**src/rtl/pq_pkg.sv**
```systemverilog
// Shared types, defaults and the LFSR step function for the priority-queue client generator.
package pq_pkg;

  localparam int KW_DEF = 8;
  localparam int VW_DEF = 8;

  // Fibonacci taps 16,14,13,11 expressed as register bits 15,13,12,10
  localparam logic [15:0] LFSR_TAPS = 16'hB400;

  typedef enum logic [2:0] {
    IDLE,
    FILL,
    MIX,
    DRAIN,
    CHECK,
    DONE
  } pq_client_state_t;

  function automatic logic [15:0] lfsr_next(input logic [15:0] q);
    return {q[14:0], ^(q & LFSR_TAPS)};
  endfunction

endpackage

```
**src/rtl/pq_lfsr16.sv**
```systemverilog
// 16-bit Fibonacci LFSR with synchronous seed load; advances only when enabled.
module pq_lfsr16
  import pq_pkg::*;
#(
  parameter logic [15:0] RST_VAL = 16'hACE1
) (
  input  logic        clk,
  input  logic        rst_n,
  input  logic        enable,
  input  logic        load,
  input  logic [15:0] seed,
  output logic [15:0] q
);

  always_ff @(posedge clk or negedge rst_n) begin
    if (!rst_n) begin
      q <= RST_VAL;
    end else if (load) begin
      q <= seed;
    end else if (enable) begin
      q <= lfsr_next(q);
    end
  end

endmodule

```
**src/rtl/pq_client_gen.sv**
```systemverilog
// LFSR-driven enqueue/dequeue generator and result checker for a priority-queue device.
// Defining PQ_CLIENT_MIXED_EN inserts a randomised MIX phase between FILL and DRAIN.
module pq_client_gen
  import pq_pkg::*;
#(
  parameter int          KW    = KW_DEF,
  parameter int          VW    = VW_DEF,
  parameter int          NFILL = 16,
  parameter logic [15:0] SEED  = 16'hACE1
) (
  input  logic             clk,
  input  logic             rst_n,
  input  logic             start,
  output logic             enq,
  output logic             deq,
  output logic [KW+VW-1:0] kvi,
  input  logic [KW+VW-1:0] kvo,
  input  logic             busy,
  input  logic             full,
  input  logic             empty,
  output logic             done,
  output logic [7:0]       err_cnt,
  output logic [15:0]      n_ops
);

  localparam logic [15:0] NFILL_C = 16'(NFILL);
  localparam int          SW      = KW + 8;

`ifdef PQ_CLIENT_MIXED_EN
  localparam pq_client_state_t FILL_EXIT = MIX;
`else
  localparam pq_client_state_t FILL_EXIT = DRAIN;
`endif

  pq_client_state_t state, state_nx;
  logic [15:0]      lfsr_q;
  logic [15:0]      fill_cnt;
  logic [15:0]      pop_cnt;
  logic [SW-1:0]    sum_in;
  logic [SW-1:0]    sum_out;
  logic [KW-1:0]    prev_key;
  logic [KW-1:0]    key_in;
  logic [KW-1:0]    key_out;
  logic             issue_enq;
  logic             issue_deq;
  logic             op_pend;
  logic             can_op;
  logic             run_start;
  logic             ord_err;
  logic             chk_err;
  logic             unused_bits;
`ifdef PQ_CLIENT_MIXED_EN
  logic [15:0]      mix_cnt;
  logic             mix_slot;
`endif

  function automatic logic [7:0] sat_inc(input logic [7:0] c);
    return (c == 8'hFF) ? c : c + 8'd1;
  endfunction

  // A registered pulse on enq/deq means an op is still in flight: enforce the one-cycle gap.
  assign op_pend   = enq | deq;
  assign can_op    = !busy && !op_pend;
  assign run_start = start && ((state == IDLE) || (state == DONE));
  assign key_in    = lfsr_q[KW-1:0];
  assign key_out   = kvo[KW+VW-1:VW];
  assign unused_bits = ^{lfsr_q[15:KW], kvo[VW-1:0]};

  assign ord_err = issue_deq && (state == DRAIN) && (pop_cnt != 16'd0) && (key_out < prev_key);
  assign chk_err = (state == CHECK) && ((sum_in != sum_out) || (pop_cnt != fill_cnt));

  pq_lfsr16 #(
    .RST_VAL(SEED)
  ) u_lfsr (
    .clk   (clk),
    .rst_n (rst_n),
    .enable(issue_enq),
    .load  (run_start),
    .seed  (SEED),
    .q     (lfsr_q)
  );

  always_ff @(posedge clk or negedge rst_n) begin
    if (!rst_n) begin
      state <= IDLE;
    end else begin
      state <= state_nx;
    end
  end

  always_comb begin
    state_nx = state;
    case (state)
      IDLE:  if (start) state_nx = FILL;
      FILL:  if (((fill_cnt == NFILL_C) || full) && !op_pend) state_nx = FILL_EXIT;
`ifdef PQ_CLIENT_MIXED_EN
      MIX:   if ((mix_cnt == NFILL_C) && !op_pend) state_nx = DRAIN;
`endif
      DRAIN: if (empty && can_op) state_nx = CHECK;
      CHECK: state_nx = DONE;
      DONE:  if (start) state_nx = FILL;
      default: state_nx = IDLE;
    endcase
  end

  always_comb begin
    issue_enq = 1'b0;
    issue_deq = 1'b0;
    done      = 1'b0;
`ifdef PQ_CLIENT_MIXED_EN
    mix_slot  = 1'b0;
`endif
    case (state)
      FILL:  issue_enq = can_op && !full && (fill_cnt < NFILL_C);
`ifdef PQ_CLIENT_MIXED_EN
      MIX: begin
        mix_slot = can_op && (mix_cnt < NFILL_C);
        if (mix_slot) begin
          if (full)            issue_deq = !empty;
          else if (empty)      issue_enq = 1'b1;
          else if (lfsr_q[15]) issue_enq = 1'b1;
          else                 issue_deq = 1'b1;
        end
      end
`endif
      DRAIN: issue_deq = can_op && !empty;
      DONE:  done = 1'b1;
      default: ;
    endcase
  end

  // Decision registers: a choice made in cycle t is visible on the port in cycle t+1 only.
  always_ff @(posedge clk or negedge rst_n) begin
    if (!rst_n) begin
      enq <= 1'b0;
      deq <= 1'b0;
      kvi <= '0;
    end else begin
      enq <= issue_enq;
      deq <= issue_deq;
      if (issue_enq) kvi <= {key_in, fill_cnt[VW-1:0]};
    end
  end

  always_ff @(posedge clk or negedge rst_n) begin
    if (!rst_n) begin
      err_cnt  <= 8'd0;
      n_ops    <= 16'd0;
      fill_cnt <= 16'd0;
      pop_cnt  <= 16'd0;
      sum_in   <= '0;
      sum_out  <= '0;
      prev_key <= '0;
    end else if (run_start) begin
      err_cnt  <= 8'd0;
      n_ops    <= 16'd0;
      fill_cnt <= 16'd0;
      pop_cnt  <= 16'd0;
      sum_in   <= '0;
      sum_out  <= '0;
      prev_key <= '0;
    end else begin
      if (issue_enq) begin
        sum_in   <= sum_in + {8'd0, key_in};
        fill_cnt <= fill_cnt + 16'd1;
        n_ops    <= n_ops + 16'd1;
      end
      if (issue_deq) begin
        prev_key <= key_out;
        sum_out  <= sum_out + {8'd0, key_out};
        pop_cnt  <= pop_cnt + 16'd1;
        n_ops    <= n_ops + 16'd1;
      end
`ifdef PQ_CLIENT_MIXED_EN
      // The MIX phase leaves arbitrary contents behind; the order check restarts at DRAIN.
      if ((state == MIX) && (state_nx == DRAIN)) prev_key <= '0;
`endif
      if (ord_err || chk_err) err_cnt <= sat_inc(err_cnt);
    end
  end

`ifdef PQ_CLIENT_MIXED_EN
  always_ff @(posedge clk or negedge rst_n) begin
    if (!rst_n) begin
      mix_cnt <= 16'd0;
    end else if (run_start) begin
      mix_cnt <= 16'd0;
    end else if (mix_slot) begin
      mix_cnt <= mix_cnt + 16'd1;
    end
  end
`endif

endmodule

```
**config.mk**
```make
export PLATFORM = sky130hd
export DESIGN_NAME = pq_client_gen
export DESIGN_NICKNAME = d
export VERILOG_FILES = /design/src/rtl/pq_pkg.sv /design/src/rtl/pq_lfsr16.sv /design/src/rtl/pq_client_gen.sv
export SDC_FILE = /design/constraint.sdc
export NUM_CORES = 1
export LEC_CHECK = 0
export BUFFER_PORTS_ARGS = -buffer_cell sky130_fd_sc_hd__buf_2
export CAP_MARGIN = 40
export CORE_MARGIN = 2
export CORE_UTILIZATION = 23
export CTS_BUF_LIST = sky130_fd_sc_hd__clkbuf_8
export DETAILED_ROUTE_END_ITERATION = 8
export HOLD_SLACK_MARGIN = 0.15
export PLACE_DENSITY = 0.34
export SETUP_SLACK_MARGIN = 0.2
export SLEW_MARGIN = 10
export SYNTH_ARGS = -nofsm -noshare
export SYNTH_HDL_FRONTEND = slang
export SYNTH_HIERARCHICAL = 1
export SYNTH_SLANG_ARGS = --single-unit
```
**constraint.sdc**
```tcl
create_clock -name clk -period 5.2 [get_ports clk]
set_clock_uncertainty 0.2 [all_clocks]
set_input_delay 0.78 -clock clk [delete_from_list [all_inputs] [get_ports clk]]
set_output_delay 0.78 -clock clk [all_outputs]
set_load 0.01 [all_outputs]
```
==> results.py <==
metrics = {
    "timing": {
        "hold_viol": 0,
        "worst_slew_pin_slew_ns": 0.848,
        "fin_ws_ns": 2.05,
        "slew_headroom": 0.435,
        "drv_slew": 0,
        "setup_violations": 0,
        "fmax_mhz": 317,
        "finalCriticalPeriod_ns": 3.15,
        "hold-worst-slack_ns": 0.280,
        "rsz0062_at_grt": "no",
        "finalCritPeriodShare": 0.606,
        "finalSetupTns_ns": 0,
    },
    "power": {
        "leakage_nw": 3.83,
        "p_per_area_nw_per_um2": 450,
        "total_power_mw": 3.76,
        "ir_drop_mv": 0.148,
    },
    "yosys": {
        "synth_area_um2": 7200,
        "synth_top_flop_cell": "dfrtp_1",
        "ys_warn_count": 6,
        "syn_avg_cell_area_um2": 9.85,
        "synth_seq_cells": 133,
        "ys_types": 62,
        "synth_seq_area_share": 0.464,
        "async_flop_share": 1.00,
        "syn_inst": 731,
        "synth-edff-count": 0,
    },
    "worst_setup_path": {
        "reg2reg_depth": 7,
        "crit_path_max_fanout": 45,
        "r2r-end": "n_ops[14]",
        "end_kind": "register",
        "r2r_setup_slack_ns": 2.05,
        "critPathLaunchType": "register",
        "endpoint": "n_ops[14]",
        "cp_data_arrival_time_ns": 3.33,
        "criticalPathCategory": "register to register",
        "worstPathRequired_ns": 5.38,
        "rr_startpoint": "fill_cnt[9]",
        "startpoint": "fill_cnt[9]",
    },
    "placement": {
        "dp_slack_ns": 1.57,
        "io_buffers": 56,
        "dp_hpwl_um": 13000,
        "routabilityCongestion": 0.749,
    },
    "cells_and_area": {
        "drive_gt1_frac": 0.145,
        "area_growth_pct": 16.1,
        "utilization": 0.272,
        "layout.nets": 855,
        "n_antenna_cell": 0,
    },
    "grt": {
        "antenna_found_initial": 0,
        "overflow": 0,
        "first_global_vias": 5535,
        "grt_usage": 0.124,
        "grt_pass1_wl_um": 31800,
        "grt_max_degree": 66,
    },
    "route": {
        "totalWireLength_um": 19000,
        "route.vias.total": 5297,
        "wl_per_cell_um": 15.7,
        "via_per_inst": 4.37,
        "firstDrtPassIters": 4,
        "ant_nets": 0,
        "drc": 0,
        "first_iter_violations": 262,
    },
    "cts": {
        "ctsHtreeMaxLevel": 4,
        "cts.clk_slew.worst_paths_ns": 0.09,
        "cts_root_buffer": "clkbuf_8",
        "post_cts_buffers": 0,
        "clock_latency_ns": 0.45,
        "cts_buffers": 17,
        "clockBufferDepth": 2,
        "cts.sinks": 133,
        "cts_tree": "done",
    },
    "die": {
        "die_h_um": 181,
        "core_um2": 30700,
        "boundaryPins": 65,
        "num_rows": 64,
        "initial_utilization": 0.235,
        "fp.dieArea_um2": 32700,
        "die_width_um": 181,
    },
    "hold_path": {
        "worstHoldPathType": "register to register",
    },
    "run_status": {
        "status": "complete, no violations",
    },
    "run": {
        "drv_cap": 0,
    },
}
registers in the layout, summed over array words and instances, names as in the netlist:
| signal | cells |
|---|---|
| enq | 1 |
| pop_cnt | 16 |
| kvi | 16 |
| deq | 1 |
| n_ops | 16 |
| state | 3 |
| err_cnt | 8 |
| fill_cnt | 16 |
| prev_key | 8 |
| u_lfsr/q | 16 |
| sum_in | 16 |
| sum_out | 16 |
final cells by class:
cell class	instances	area [um2]
clock buffer	19	262
clock inverter	13	121
fill	3292	22300
inverter	22	88.8
multi-input combinational	565	3690
sequential	133	3340
tap	396	495
timing repair buffer	63	362
Yosys cell counts (7+ instances only):
| master | n | area (um2) |
|---|---|---|
| buf_2 | 8 | 40.0 |
| nand4_1 | 18 | 113 |
| nor4_1 | 8 | 50.1 |
| o21ai_1 | 10 | 50.1 |
| nand3_1 | 26 | 130 |
| a22o_1 | 12 | 105 |
| nor2_1 | 58 | 218 |
| nand2_1 | 94 | 353 |
| inv_1 | 20 | 75.1 |
| and3_1 | 13 | 81.3 |
| nor3_1 | 8 | 40.0 |
| a21oi_1 | 22 | 110 |
| a21o_1 | 7 | 52.6 |
| dfrtp_1 | 125 | 3130 |
| clkbuf_1 | 9 | 33.8 |
| or3_1 | 8 | 50.1 |
| mux2i_1 | 23 | 230 |
| o21ai_0 | 45 | 225 |
| dfstp_2 | 8 | 210 |
| and2_1 | 21 | 131 |
| xor2_1 | 31 | 272 |
| ha_1 | 29 | 363 |
| xnor2_1 | 53 | 464 |
| o211ai_1 | 7 | 52.6 |
through the flow:
step | instance area, um2 | instances
CTS | 8350 | 1211
global placement | 7930 | 1177
detailed placement | 7960 | 1178
floorplan | 7250 | 745
global route | 8350 | 1211
finish | 8350 | 1211
per-layer routing:
layer | GRT usage | vias to the layer above | wire, um | part of all wire
met5 | 0 | - | 0 | 0
met2 | 0.202 | 65 | 9180 | 0.48
met1 | 0.168 | 2556 | 9290 | 0.49
met3 | 0.0230 | 7 | 405 | 0.021
met4 | 0.0319 | 0 | 158 | 0.0083
li1 | - | 2669 | - | -
kinds of logic (layout without fill, tap and decap cells):
| group | count (synthesis) | in the layout | synth area share |
|---|---|---|---|
| buf+inv | 47 | 117 | 0.0313 |
| mux | 23 | 23 | 0.0320 |
| simple gates | 280 | 280 | 0.196 |
| xor+xnor | 84 | 84 | 0.102 |
| fa+ha+maj | 31 | 31 | 0.0560 |
| flops | 133 | 133 | 0.464 |
| compound gates | 131 | 131 | 0.118 |
| other cells | 2 | 16 | 0.00104 |
cell usage in the layout (no fill, tap or decap), drive strengths merged, types with 12 or more instances in the layout:
cell type  count
buf           62
and3          14
ha            29
mux2i         23
inv           25
xor2          31
dfrtp        125
o21ai         55
nand3         26
nand4         20
xnor2         53
and2          21
clkbuf        19
a22o          12
nand2         96
a21oi         22
nor2          59
conb          16
where the power goes:
group	switching [mW]	leakage, nW	internal [mW]
clock	0.437	0.208	0.443
combinational	0.798	1.85	0.554
sequential	0.244	1.77	1.28
total	1.48	3.83	2.28
what timing repair did:
action,in CTS,in global routing
gates resized for setup,0,0
hold buffers,1,0
setup endpoints to repair,0,0
hold endpoints to repair,5,0
worst max-delay path, cell delays in order (launching register included):
cell      delay, ns
dfrtp_1        0.41
nor4_1         0.34
and3_1         0.39
nand2_4        0.36
clkinv_2       0.68
o211ai_1       0.21
or3_1          0.33
a21oi_1        0.14
how the worst min path moves through the flow:
stage	from	to	slack (ns)	cells after the start
global route	kvi[12]	kvi[12]	0.31	2
detailed placement	kvi[2]	kvi[2]	0.26	2
finish	kvi[12]	kvi[12]	0.28	2
CTS	kvi[12]	kvi[12]	0.29	2
global placement	kvi[12]	kvi[12]	0.26	2
floorplan	prev_key[1]	prev_key[1]	0.27	1
Power figures use the tool's default switching activity.
